`src/rtl/iiitb_fifo_uart_tx_pkg.sv`:
```
// Shared types and constants for the FIFO-fed UART transmitter.
// The PARITY state is only reachable when IIITB_UART_TX_PARITY_EN is defined.
package iiitb_uart_pkg;

    typedef enum logic [2:0] {
        IDLE   = 3'd0,
        POP    = 3'd1,
        LOAD   = 3'd2,
        START  = 3'd3,
        DATA   = 3'd4,
        PARITY = 3'd5,
        STOP   = 3'd6
    } uart_state_e;

    localparam int   DEFAULT_DATA_WIDTH   = 8;
    localparam int   DEFAULT_CLKS_PER_BIT = 16;
    localparam logic LINE_IDLE            = 1'b1;

endpackage

```
`src/rtl/iiitb_fifo_uart_tx_if.sv`:
```
// FIFO read side plus serial line bundle; the tx block takes the slave view,
// whoever feeds the FIFO and watches the pin takes the master view.
interface iiitb_fifo_uart_tx_if #(
    parameter int DATA_WIDTH = 8
);
    logic                  tx_Enable;
    logic                  sig_Empty;
    logic [DATA_WIDTH-1:0] buffer_Output;
    logic                  read_Enable;
    logic                  tx_Serial;
    logic                  tx_Busy;
    logic                  tx_Done;

    modport master (
        output tx_Enable,
        output sig_Empty,
        output buffer_Output,
        input  read_Enable,
        input  tx_Serial,
        input  tx_Busy,
        input  tx_Done
    );

    modport slave (
        input  tx_Enable,
        input  sig_Empty,
        input  buffer_Output,
        output read_Enable,
        output tx_Serial,
        output tx_Busy,
        output tx_Done
    );
endinterface

```
`src/rtl/iiitb_fifo_uart_tx_baud_tick.sv`:
```
// Bit-period counter: tick marks the last cycle of a bit, tick_pre the cycle before it.
// Counts 0..CLKS_PER_BIT-1 and wraps; clear forces the next count to zero.
module iiitb_baud_tick
    import iiitb_uart_pkg::*;
#(
    parameter int CLKS_PER_BIT = DEFAULT_CLKS_PER_BIT
) (
    input  logic clock,
    input  logic reset,
    input  logic clear,
    output logic tick,
    output logic tick_pre
);
    localparam int CW = (CLKS_PER_BIT > 1) ? $clog2(CLKS_PER_BIT) : 1;
    localparam logic [CW-1:0] LAST = CW'(CLKS_PER_BIT - 1);
    localparam logic [CW-1:0] PRE  = CW'(CLKS_PER_BIT - 2);

    logic [CW-1:0] cnt_q, cnt_d;

    always_ff @(posedge clock) begin
        if (reset) begin
            cnt_q <= '0;
        end else begin
            cnt_q <= cnt_d;
        end
    end

    always_comb begin
        cnt_d = cnt_q + CW'(1);
        if (clear || (cnt_q == LAST)) begin
            cnt_d = '0;
        end
    end

    assign tick     = (cnt_q == LAST);
    // Lets the parent register a pulse that lines up with the tick cycle.
    assign tick_pre = !clear && (cnt_q == PRE);

endmodule

```
`src/rtl/iiitb_fifo_uart_tx.sv`:
```
// Pops one byte per frame from a FIFO and sends it as a UART 8N1 frame.
// Define IIITB_UART_TX_PARITY_EN to insert an even-parity bit before the stop bit.
//
// state  | meaning
// IDLE   | line high, waiting for tx_Enable && !sig_Empty
// POP    | one-cycle read_Enable strobe to the FIFO
// LOAD   | FIFO data valid, captured into the shift register
// START  | start bit (low)
// DATA   | payload bits, LSB first
// PARITY | even parity of the payload (optional)
// STOP   | stop bit (high), tx_Done on its last cycle
module iiitb_fifo_uart_tx
    import iiitb_uart_pkg::*;
#(
    parameter int DATA_WIDTH   = DEFAULT_DATA_WIDTH,
    parameter int CLKS_PER_BIT = DEFAULT_CLKS_PER_BIT
) (
    input  logic                 clock,
    input  logic                 reset,
    iiitb_fifo_uart_tx_if.slave  bus
);
    localparam int BW = (DATA_WIDTH > 1) ? $clog2(DATA_WIDTH) : 1;
    localparam logic [BW-1:0] LAST_BIT = BW'(DATA_WIDTH - 1);

    uart_state_e           state_q, state_d;
    logic [BW-1:0]         bit_cnt_q, bit_cnt_d;
    logic [DATA_WIDTH-1:0] shift_q, shift_d;
    logic                  read_enable_q, read_enable_d;
    logic                  tx_serial_q, tx_serial_d;
    logic                  tx_busy_q, tx_busy_d;
    logic                  tx_done_q, tx_done_d;
    logic                  baud_clear, baud_tick, baud_tick_pre;
`ifdef IIITB_UART_TX_PARITY_EN
    logic                  parity_q, parity_d;
`endif

    iiitb_baud_tick #(
        .CLKS_PER_BIT (CLKS_PER_BIT)
    ) u_baud_tick (
        .clock    (clock),
        .reset    (reset),
        .clear    (baud_clear),
        .tick     (baud_tick),
        .tick_pre (baud_tick_pre)
    );

    // Bit timing restarts exactly at the start bit, whatever the free-running count was.
    assign baud_clear = (state_d == START) && (state_q != START);

    always_ff @(posedge clock) begin
        if (reset) begin
            state_q       <= IDLE;
            bit_cnt_q     <= '0;
            shift_q       <= '0;
            read_enable_q <= 1'b0;
            tx_serial_q   <= LINE_IDLE;
            tx_busy_q     <= 1'b0;
            tx_done_q     <= 1'b0;
`ifdef IIITB_UART_TX_PARITY_EN
            parity_q      <= 1'b0;
`endif
        end else begin
            state_q       <= state_d;
            bit_cnt_q     <= bit_cnt_d;
            shift_q       <= shift_d;
            read_enable_q <= read_enable_d;
            tx_serial_q   <= tx_serial_d;
            tx_busy_q     <= tx_busy_d;
            tx_done_q     <= tx_done_d;
`ifdef IIITB_UART_TX_PARITY_EN
            parity_q      <= parity_d;
`endif
        end
    end

    always_comb begin
        state_d   = state_q;
        bit_cnt_d = bit_cnt_q;
        shift_d   = shift_q;
`ifdef IIITB_UART_TX_PARITY_EN
        parity_d  = parity_q;
`endif
        case (state_q)
            IDLE: begin
                if (bus.tx_Enable && !bus.sig_Empty) begin
                    state_d = POP;
                end
            end
            POP: begin
                state_d = LOAD;
            end
            LOAD: begin
                shift_d = bus.buffer_Output;
`ifdef IIITB_UART_TX_PARITY_EN
                parity_d = ^bus.buffer_Output;
`endif
                state_d = START;
            end
            START: begin
                if (baud_tick) begin
                    bit_cnt_d = '0;
                    state_d   = DATA;
                end
            end
            DATA: begin
                if (baud_tick) begin
                    if (bit_cnt_q == LAST_BIT) begin
`ifdef IIITB_UART_TX_PARITY_EN
                        state_d = PARITY;
`else
                        state_d = STOP;
`endif
                    end else begin
                        bit_cnt_d = bit_cnt_q + BW'(1);
                        shift_d   = shift_q >> 1;
                    end
                end
            end
`ifdef IIITB_UART_TX_PARITY_EN
            PARITY: begin
                if (baud_tick) begin
                    state_d = STOP;
                end
            end
`endif
            STOP: begin
                if (baud_tick) begin
                    state_d = IDLE;
                end
            end
            default: begin
                state_d = IDLE;
            end
        endcase
    end

    // Outputs are decoded from the next state so the registered pins line up with state_q.
    always_comb begin
        read_enable_d = (state_d == POP);
        tx_busy_d     = (state_d != IDLE);
        tx_done_d     = (state_d == STOP) && baud_tick_pre;
        case (state_d)
            START:   tx_serial_d = 1'b0;
            DATA:    tx_serial_d = shift_d[0];
`ifdef IIITB_UART_TX_PARITY_EN
            PARITY:  tx_serial_d = parity_d;
`endif
            default: tx_serial_d = LINE_IDLE;
        endcase
    end

    assign bus.read_Enable = read_enable_q;
    assign bus.tx_Serial   = tx_serial_q;
    assign bus.tx_Busy     = tx_busy_q;
    assign bus.tx_Done     = tx_done_q;

endmodule
```
`src/flat_wrapper.sv`:
```
// flat-port wrapper written by rule: the top's interface ports become plain ports
module iiitb_fifo_uart_tx_flat import iiitb_uart_pkg::*;
#(
    parameter int DATA_WIDTH   = DEFAULT_DATA_WIDTH,
    parameter int CLKS_PER_BIT = DEFAULT_CLKS_PER_BIT
)
  (clock, reset, bus_tx_Enable, bus_sig_Empty, bus_buffer_Output, bus_read_Enable, bus_tx_Serial, bus_tx_Busy, bus_tx_Done);
  iiitb_fifo_uart_tx_if #(.DATA_WIDTH(DATA_WIDTH)) bus_i ();
  input  logic clock;
  input  logic reset;
  input wire logic [$bits(bus_i.tx_Enable)-1:0] bus_tx_Enable;
  input wire logic [$bits(bus_i.sig_Empty)-1:0] bus_sig_Empty;
  input wire logic [$bits(bus_i.buffer_Output)-1:0] bus_buffer_Output;
  output wire logic [$bits(bus_i.read_Enable)-1:0] bus_read_Enable;
  output wire logic [$bits(bus_i.tx_Serial)-1:0] bus_tx_Serial;
  output wire logic [$bits(bus_i.tx_Busy)-1:0] bus_tx_Busy;
  output wire logic [$bits(bus_i.tx_Done)-1:0] bus_tx_Done;
  assign bus_i.tx_Enable = bus_tx_Enable;
  assign bus_i.sig_Empty = bus_sig_Empty;
  assign bus_i.buffer_Output = bus_buffer_Output;
  assign bus_read_Enable = bus_i.read_Enable;
  assign bus_tx_Serial = bus_i.tx_Serial;
  assign bus_tx_Busy = bus_i.tx_Busy;
  assign bus_tx_Done = bus_i.tx_Done;
  iiitb_fifo_uart_tx #(.DATA_WIDTH(DATA_WIDTH), .CLKS_PER_BIT(CLKS_PER_BIT)) u_core (.clock(clock), .reset(reset), .bus(bus_i));
endmodule
```
`config.mk`:
```
export PLATFORM = sky130hd
export DESIGN_NAME = iiitb_fifo_uart_tx_flat
export DESIGN_NICKNAME = d
export VERILOG_FILES = /design/src/rtl/iiitb_fifo_uart_tx_pkg.sv /design/src/rtl/iiitb_fifo_uart_tx_if.sv /design/src/rtl/iiitb_fifo_uart_tx_baud_tick.sv /design/src/rtl/iiitb_fifo_uart_tx.sv /design/src/flat_wrapper.sv
export SDC_FILE = /design/constraint.sdc
export NUM_CORES = 1
export LEC_CHECK = 0
export CORE_ASPECT_RATIO = 0.9
export CORE_MARGIN = 2
export CORE_UTILIZATION = 45
export CTS_CLUSTER_DIAMETER = 100
export DETAILED_ROUTE_END_ITERATION = 16
export PLACE_DENSITY = 0.69
export SLEW_MARGIN = 30
export SYNTH_ARGS = -nofsm -noshare
export SYNTH_HDL_FRONTEND = slang
export SYNTH_SLANG_ARGS = --single-unit
```
`constraint.sdc`:
```
create_clock -name clock -period 3.5 [get_ports clock]
set_input_delay 0.7 -clock clock [delete_from_list [all_inputs] [get_ports clock]]
set_output_delay 0.7 -clock clock [all_outputs]
set_load 0.05 [all_outputs]
```
== After elaboration in Yosys (flattened, before gate mapping) ==
Cells that the tools add are included.
Operators by class
  add/sub/neg operators: 2
  reductions and logical operators: 14
  equal/unequal tests: 16
  muxes and demuxes: 14
Operators with widths (number)
  two-way mux 3 bit: 8
  one-hot mux 3 bit (6 select lines): 1
  two-way mux 8 bit: 2
  one-hot mux 8 bit (2 select lines): 1
  == test 3 bit (second input constant): 5
  == test 3 x 2 -> 1 bit (second input constant): 3
  == test 4 bit (second input constant): 2
  == test 3 x 1 -> 1 bit (second input constant): 2
  one-hot mux 3 bit (2 select lines): 1
  adder 4 x 1 -> 4 bit (second input constant): 1
  logical AND 1 bit: 4
  inequality test 2 x 1 -> 1 bit (second input constant): 2
  AND reduction 4 bit: 1
  nonzero test 2 bit: 2
  adder 3 x 1 -> 3 bit (second input constant): 1
  logical NOT 3 bit: 1
  inequality test 3 x 2 -> 1 bit (second input constant): 1
  AND reduction 3 bit: 1
  nonzero test 3 bit: 1
  logical NOT 1 bit: 2
  inequality test 2 bit (second input constant): 1
  one-hot mux 1 bit (2 select lines): 1
  OR reduction 2 bit: 1
  logical OR 1 bit: 1
Word-level totals
  bits in registers: 22
  input bits: 12
  output and inout port bits: 4

== Depth between registers and ports, before layout ==
Gate-level depths: netlist (run 1).
  depth after elaboration: 9
  mapped depth: 7
  gate-level depth less buffers: 6

== Cells and area by module ==
A second synthesis (run 1) with hierarchy kept.
Unflattened totals
  cells, all modules: 106
  area, all modules: 1087.3 um^2
Modules (own cells, without submodules)
  iiitb_fifo_uart_tx: area an instance 903.4 um^2, times used 1, cells each 89, sequential area each 360.3 um^2
  iiitb_baud_tick: area an instance 183.9 um^2, times used 1, cells each 17, sequential area each 80.1 um^2

== Least setup slack after synthesis (run 1) ==
OpenSTA, ideal clock, no wires.
  path type: input-to-reg
  from: input reset
  to: register u_core.tx_serial_q, in the netlist u_core.bus.tx_Serial
  arrival: 1547 ps
  library setup time: 125 ps
  path buffers: 1
  slack: 1828 ps
  cell stages on the path: 4
  data required time: 3375 ps
  cell sequence: clkbuf_1 > or3b_2 > o22ai_1 > nand3_1
RTL lines
  from (decl): RTL line flat_wrapper.sv:10  | input logic reset;
  to (signal assigned): RTL line iiitb_fifo_uart_tx.sv:67  | tx_serial_q <= tx_serial_d;
  to (decl): RTL line iiitb_fifo_uart_tx.sv:29  | logic tx_serial_q, tx_serial_d;

== Worst setup path after layout (run 1) ==
  from: register u_core.tx_serial_q, in the netlist u_core.bus.tx_Serial
  to: output bus_tx_Serial
RTL lines
  to (decl): RTL line flat_wrapper.sv:15  | output wire logic [$bits(bus_i.tx_Serial)-1:0] bus_tx_Serial;
No word-level cell between the ends.

==> run metrics, run 1 <==
I/O Pins=16; post-route antenna net violation count=0; RSZ-0062 raised after global routing=no; Via density=5.347; CTS Sinks=22; Final Hold Violating Endpoints=0; Worst Setup SP=u_core.bus.tx_Serial; crit path capture=bus_tx_Serial; syn_nets=123; count of buffers from port buffering=15; Hold Buf Count CTS=0; cell breakdown of the critical path=clkdlybuf4s50_1; CTS tree=built; Post-Synth XOR/XNOR Area=1.746%; Reg-to-Reg Start=u_core.bit_cnt_q[0]; overall routing resource usage=14.97%; Comb pwr share=13.1%; dpl hpwl=1219 um; VDD IR max=0.2953 mV; # rows=16; Max-slew headroom=49.23%; die area=2624 um2; CTS resizes=0; post-route insts no fill=147; clk slew on worst S/H paths=0.12 ns; CP max stage cell=clkdlybuf4s50_1; Num CTS Buffers=3; post-synthesis mux area share=1.995%; DR WL/cell=11.66 um; Peak Freq=467.8 MHz; reg2reg end=u_core.shift_q[7]; routed vias=786; Mapped Cells=107; cell area after synthesis=1003 um2; outcome=complete, no violations; Worst EP required=2.80 ns; vias in the first global route=683; critical path launch point type=flop; fin crit period=2.138 ns; Switch Pwr=0.0001169 W; Initial DRT Pass Iterations=4; Synth Warn #=0; total gr overflow=0; Crit Path Class=flop to output port; Seq/Total Area, Yosys=43.89%; #FFs+latches synth=22; Reg2Reg Setup Slack=1.65 ns; dpl cells=143; Netlist cell types=39; Max Cap Violations=0; Post-synth EDFFs=0; area grow syn2layout=18.58%; setup violators final=0; Starting Density=46.85%; Core ar.=2142 um2; Antenna diodes=0; Net Sw Frac=24.62%; Post-CTS Setup Inserts=0; sequential power share=57.7%; Setup crit end kind=output port; residual DRC count=0; final setup skew=0.007994 ns; DP Area=1154 um2; share of layout cells above drive strength 1=11.67%; Hold Path Class=flop to flop; Final Cycle Share=61.07%; CP Depth=1; die height=48.80 um; PwrDens=399.0 nW/um2; Clock Root Buffer=clkbuf_4; crit path DAT=1.44 ns; top cell family by delay on the critical path=buffers and inverters; RePlAce Congestion=0.7562; clock latency on the worst-skew pair=0.31 ns; Worst Path Max Fanout=1; antenna violations before repair=0; Async SR Flop Fraction=0%; overall power=0.0004748 W; Clock Power Share=29.2%; leakage power=0.4847 nW; adder-cell share of the synthesized area=4.988%; worst slew pin tran=0.7583 ns; P_int=0.0003579 W; H-tree depth=1; DIE WIDTH=53.78 um; initial drt markers=13; largest family of logic cells by synthesized area=simple AND/OR/NAND/NOR gates; area fraction in compound gates after synthesis=16.71%; CTS max path bufs=2; Post-Route WL=1714 um; Mapped Avg Cell Area=9.378 um2; max-slew violations=0; Main synth FF type=dfxtp_1; HP Start=u_core.shift_q[2]; global-route wire length before repair=2891 um; pin count of the biggest net entering global routing=20; Crit path largest cell delay=0.79 ns; setup_tns=0 ns; post-route cell area=1190 um2; buffers and inverters on the worst path=1; R2R depth=6; Layout Nets=137; Synth Area in Simple Gates=25.06%
## layout by cell type, fill, tap and decap left out, drive strengths merged, types with 3 or more instances in the layout
cell	synthesis	routed
dfxtp	22	22
clkdlybuf4s50	0	15
nor2	11	11
nand2	9	9
a22oi	8	8
a21oi	7	7
inv	4	4
nand3	4	4
ha	4	4
clkbuf	2	4
or3	3	3
## worst min-delay path, stage by stage, from the launching register on
cell and delay, ns:
dfxtp_1 0.32, nand2_1 0.05, a21oi_1 0.05
## worst min-delay path by stage
stage	cells past startpoint	slack, ns	endpoint
4_1_cts	2	0.46	u_core.shift_q[4]
2_1_floorplan	1	0.43	u_core.u_baud_tick.cnt_q[0]
5_1_grt	2	0.48	u_core.shift_q[6]
3_3_place_gp	2	0.44	u_core.shift_q[3]
3_5_place_dp	2	0.45	u_core.shift_q[2]
6_report	2	0.46	u_core.shift_q[2]
## sequential cells by signal, indices dropped and copies added, names as in the netlist
name	count
u_core.bus.tx_Done	1
u_core.bus.read_Enable	1
u_core.shift_q	8
u_core.state_q	3
u_core.bus.tx_Serial	1
u_core.bus.tx_Busy	1
u_core.bit_cnt_q	3
u_core.u_baud_tick.cnt_q	4
## routing by layer
layer	global-route usage (%)	vias to the layer above	share of wire (%)
met2	22.97	13	45
met1	19.06	365	49
met4	5.128	0	1.5
met3	5.521	4	4.6
li1	-	404	-
met5	0	-	0
## cells by family (layout without fill, tap and decap cells)
family,count (synthesis),count (layout)
fa+ha+maj,4,4
mux,2,2
buf+inv,11,24
compound gates,24,24
flops,22,22
xor+xnor,2,2
simple gates,42,42
## through the flow
stage | hold slack [ns] | util (%) | setup WS, ns
final | 0.4619 | 55.55 | 1.362
after global routing | 0.4799 | 55.55 | 1.307
after CTS | 0.4646 | 55.55 | 1.343
after detailed placement | 0.4479 | 53.86 | 1.326
after global placement | 0.4419 | 53.86 | 1.377
after floorplan | 0.4297 | - | 1.828
## Yosys cell counts (all sizes together), types with 2 or more instances
library cell / n / share of area, %
dfxtp: 22 / 44
nor2: 11 / 4.1
nand2: 9 / 3.4
a22oi: 8 / 6.0
a21oi: 7 / 3.5
buf: 5 / 3.4
ha: 4 / 5.0
inv: 4 / 1.5
nand3: 4 / 2.0
or3: 3 / 2.5
a211oi: 2 / 1.5
and2: 2 / 1.4
and3: 2 / 1.4
and3b: 2 / 1.7
clkbuf: 2 / 0.75
mux2i: 2 / 2.0
nor2b: 2 / 1.2
nor3: 2 / 1.5
nor3b: 2 / 2.0
## layout make-up
class / instances / area (um2)
Fill cell: 204 / 952.2
Multi-Input combinational cell: 74 / 506.7
Sequential cell: 22 / 440.4
Timing Repair Buffer: 16 / 157.7
Clock buffer: 4 / 36.28
Tap cell: 27 / 33.78
Inverter: 4 / 15.01
## power by group through the flow
stage | clock network [W] | logic (W) | registers, W
2_1_floorplan | 0 | 0.0000355 | 0.000283
3_3_place_gp | 0 | 0.0000609 | 0.000279
3_5_place_dp | 0 | 0.0000627 | 0.000280
4_1_cts | 0.000145 | 0.0000627 | 0.000274
5_1_grt | 0.000157 | 0.0000686 | 0.000276
6_report | 0.000139 | 0.0000621 | 0.000274
Power figures use the tool's default switching activity.
==> run 2: changes to the inputs <==
==> constraint.sdc (replaced) <==
create_clock -name clock -period 2.2 [get_ports clock]
set_input_delay 0.44 -clock clock [delete_from_list [all_inputs] [get_ports clock]]
set_output_delay 0.44 -clock clock [all_outputs]
set_load 0.05 [all_outputs]
==> run 2 against run 1 <==
  * Power rose by 79%
  * Global-route usage increased by 0.50 points
  * Clock skew is 0.0013 ns lower
  * First-iteration DRC count stayed put
  * Largest cell class unchanged
  * Final area is 2.6% higher
  * Die area is the same
  * Sequential share of layout area down 0.95 points
  * Largest power group unchanged
  * Cell count rose by 1.4%
  * Combinational power rose by 66%
==> run metrics, run 2 (synthesis results as in run 1) <==
Max-slew headroom=67.36% (was 49.23%); Core ar.=2142 um2 (unchanged); CTS Sinks=22 (unchanged); Final Cycle Share=85.07%; M2 GR Usage=24.59% (was 22.97%); # fillers=196 (was 204); count of buffers from port buffering=15 (unchanged); Worst Path Max Fanout=1 (unchanged); Setup crit end kind=output port (unchanged); post-route antenna net violation count=0 (unchanged); Post-CTS Setup Inserts=0 (unchanged); Peak Freq=534.3 MHz; commonest non-fill, non-tap cell in the layout=dfxtp_1 (unchanged); Most Used Layer, Global Route=met2 (unchanged); die height=48.80 um (unchanged); clock latency on the worst-skew pair=0.31 ns (about the same); routing usage on met1=19.06% (unchanged); Crit path largest cell delay=0.79 ns (about the same); Crit Path Class=flop to output port (unchanged); routed vias=791 (was 786); die area=2624 um2 (unchanged); CP max stage cell=clkdlybuf4s50_1 (unchanged); PwrDens=694.9 nW/um2 (was 399.0 nW/um2); clk slew on worst S/H paths=0.13 ns (was 0.12 ns); share of layout cells above drive strength 1=13.11% (was 11.67%); residual DRC count=0 (unchanged); global-route wire length before repair=2946 um (was 2891 um); pin count of the biggest net entering global routing=14 (was 20); Starting Density=46.85% (unchanged); Post-Route WL=1710 um (was 1714 um); grt met3 use=3.681% (was 5.521%); initial drt markers=13 (unchanged); outcome=complete, no violations (unchanged); Max Cap Violations=0 (unchanged); Via density=5.309 (was 5.347); CTS tree=built (unchanged); top cell family by delay on the critical path=buffers and inverters (unchanged); WHS=0.4664 ns (was 0.4619 ns); DIE WIDTH=53.78 um (unchanged); RSZ-0062 raised after global routing=no (unchanged); H-tree depth=1 (unchanged); VDD IR max=0.4266 mV (was 0.2953 mV); final setup skew=0.006729 ns (was 0.007994 ns); Hold Buf Count CTS=0 (unchanged); most frequent cells in the layout=dfxtp_1 (22), clkdlybuf4s50_1 (15), nor2_1 (11) (unchanged); Clock Root Buffer=clkbuf_4 (unchanged); max-slew violations=0 (unchanged); antenna violations before repair=0 (unchanged); setup violators final=0 (unchanged); RePlAce Congestion=0.7296 (was 0.7562); fin crit period=1.872 ns; cell breakdown of the critical path=clkdlybuf4s50_1 (unchanged); top flop regs=u_core.shift_q: 8 flops, u_core.u_baud_tick.cnt_q: 4 flops (unchanged); area grow syn2layout=21.70% (was 18.58%); CTS resizes=0 (unchanged); CTS max path bufs=2 (unchanged); buffers and inverters on the worst path=1 (unchanged); worst slew pin tran=0.4881 ns (was 0.7583 ns); setup_tns=0 ns (unchanged); DR WL/cell=11.48 um (was 11.66 um); largest register by flop count=u_core.shift_q (unchanged); Initial DRT Pass Iterations=2 (was 4); Final Hold Violating Endpoints=0 (unchanged); Hold Path Class=flop to flop (unchanged); leakage power=0.5018 nW (was 0.4847 nW); Num CTS Buffers=3 (unchanged); Worst EP required=1.76 ns (was 2.80 ns); crit path DAT=1.43 ns (was 1.44 ns); vias in the first global route=705 (was 683); Antenna diodes=0 (unchanged); critical path launch point type=flop (unchanged); Largest register FFs=8 (unchanged); dpl hpwl=1247 um (was 1219 um); Layout Nets=139 (was 137); # rows=16 (unchanged); total gr overflow=0 (unchanged); overall routing resource usage=15.47% (was 14.97%); I/O Pins=16 (unchanged)
==> run 2: cell count changes in the layout (fill, tap and decap cells not counted), sizes merged <==
cell,before,now
bufinv,0,1
clkbuf,4,3
buf,1,3
==> run 2: worst paths after layout <==
path / startpoint / to / slack, ns / depth (start not counted)
setup / recovery: u_core.bus.read_Enable / bus_read_Enable / 0.33 / 1
hold / removal: u_core.shift_q[5] / u_core.shift_q[5] / 0.47 / 2
setup reg to reg: u_core.bit_cnt_q[0] / u_core.shift_q[7] / 0.38 / 6
hold reg to reg: u_core.shift_q[5] / u_core.shift_q[5] / 0.47 / 2
==> run 2: report_power, final <==
part / internal (W) / total [W] / leakage (nW) / switching (W)
combinational: 0.0000527 / 0.000103 / 0.295 / 0.0000501
sequential: 0.000418 / 0.000436 / 0.179 / 0.0000171
clock: 0.000184 / 0.000310 / 0.0279 / 0.000126
==> run 2: per-stage QoR <==
stage	instances	total power (W)	setup slack (ns)	util [%]	area, um2
finish	149	0.0008485	0.3285	57.01	1221
global route	149	0.0008887	0.2313	57.01	1221
CTS	149	0.0008571	0.3089	57.01	1221
floorplan	107	0.0005070	0.5999	-	1003
detailed placement	145	0.0005488	0.4023	54.56	1169
global placement	145	0.0005464	0.4557	54.56	1169
==> run 2: routing by layer <==
metal | share of wire, % | up-vias
li1 | - | 407
met1 | 48 | 368
met2 | 46 | 12
met3 | 3.8 | 4
met4 | 2.2 | 0
met5 | 0 | -
==> run 2: area by class of cell <==
cell class | count | area (um2) | area share (%)
multi-input cells | 74 | 506.7 | 41.50
clock inverters | 1 | 30.03 | 2.459
clock buffers | 3 | 22.52 | 1.844
inverters | 4 | 15.01 | 1.230
well taps | 27 | 33.78 | 2.766
repair buffers | 18 | 172.7 | 14.14
flip-flops and latches | 22 | 440.4 | 36.07
==> run 3: changes to the inputs <==
--- a/config.mk
+++ b/config.mk
@@ -9,6 +9,7 @@
 export CORE_MARGIN = 2
 export CORE_UTILIZATION = 45
 export CTS_CLUSTER_DIAMETER = 100
+export CTS_CLUSTER_SIZE = 10
 export DETAILED_ROUTE_END_ITERATION = 16
 export PLACE_DENSITY = 0.69
 export SLEW_MARGIN = 30
==> results of run 3 <==
Final layout, timing and power as in run 2 (identical DEF).
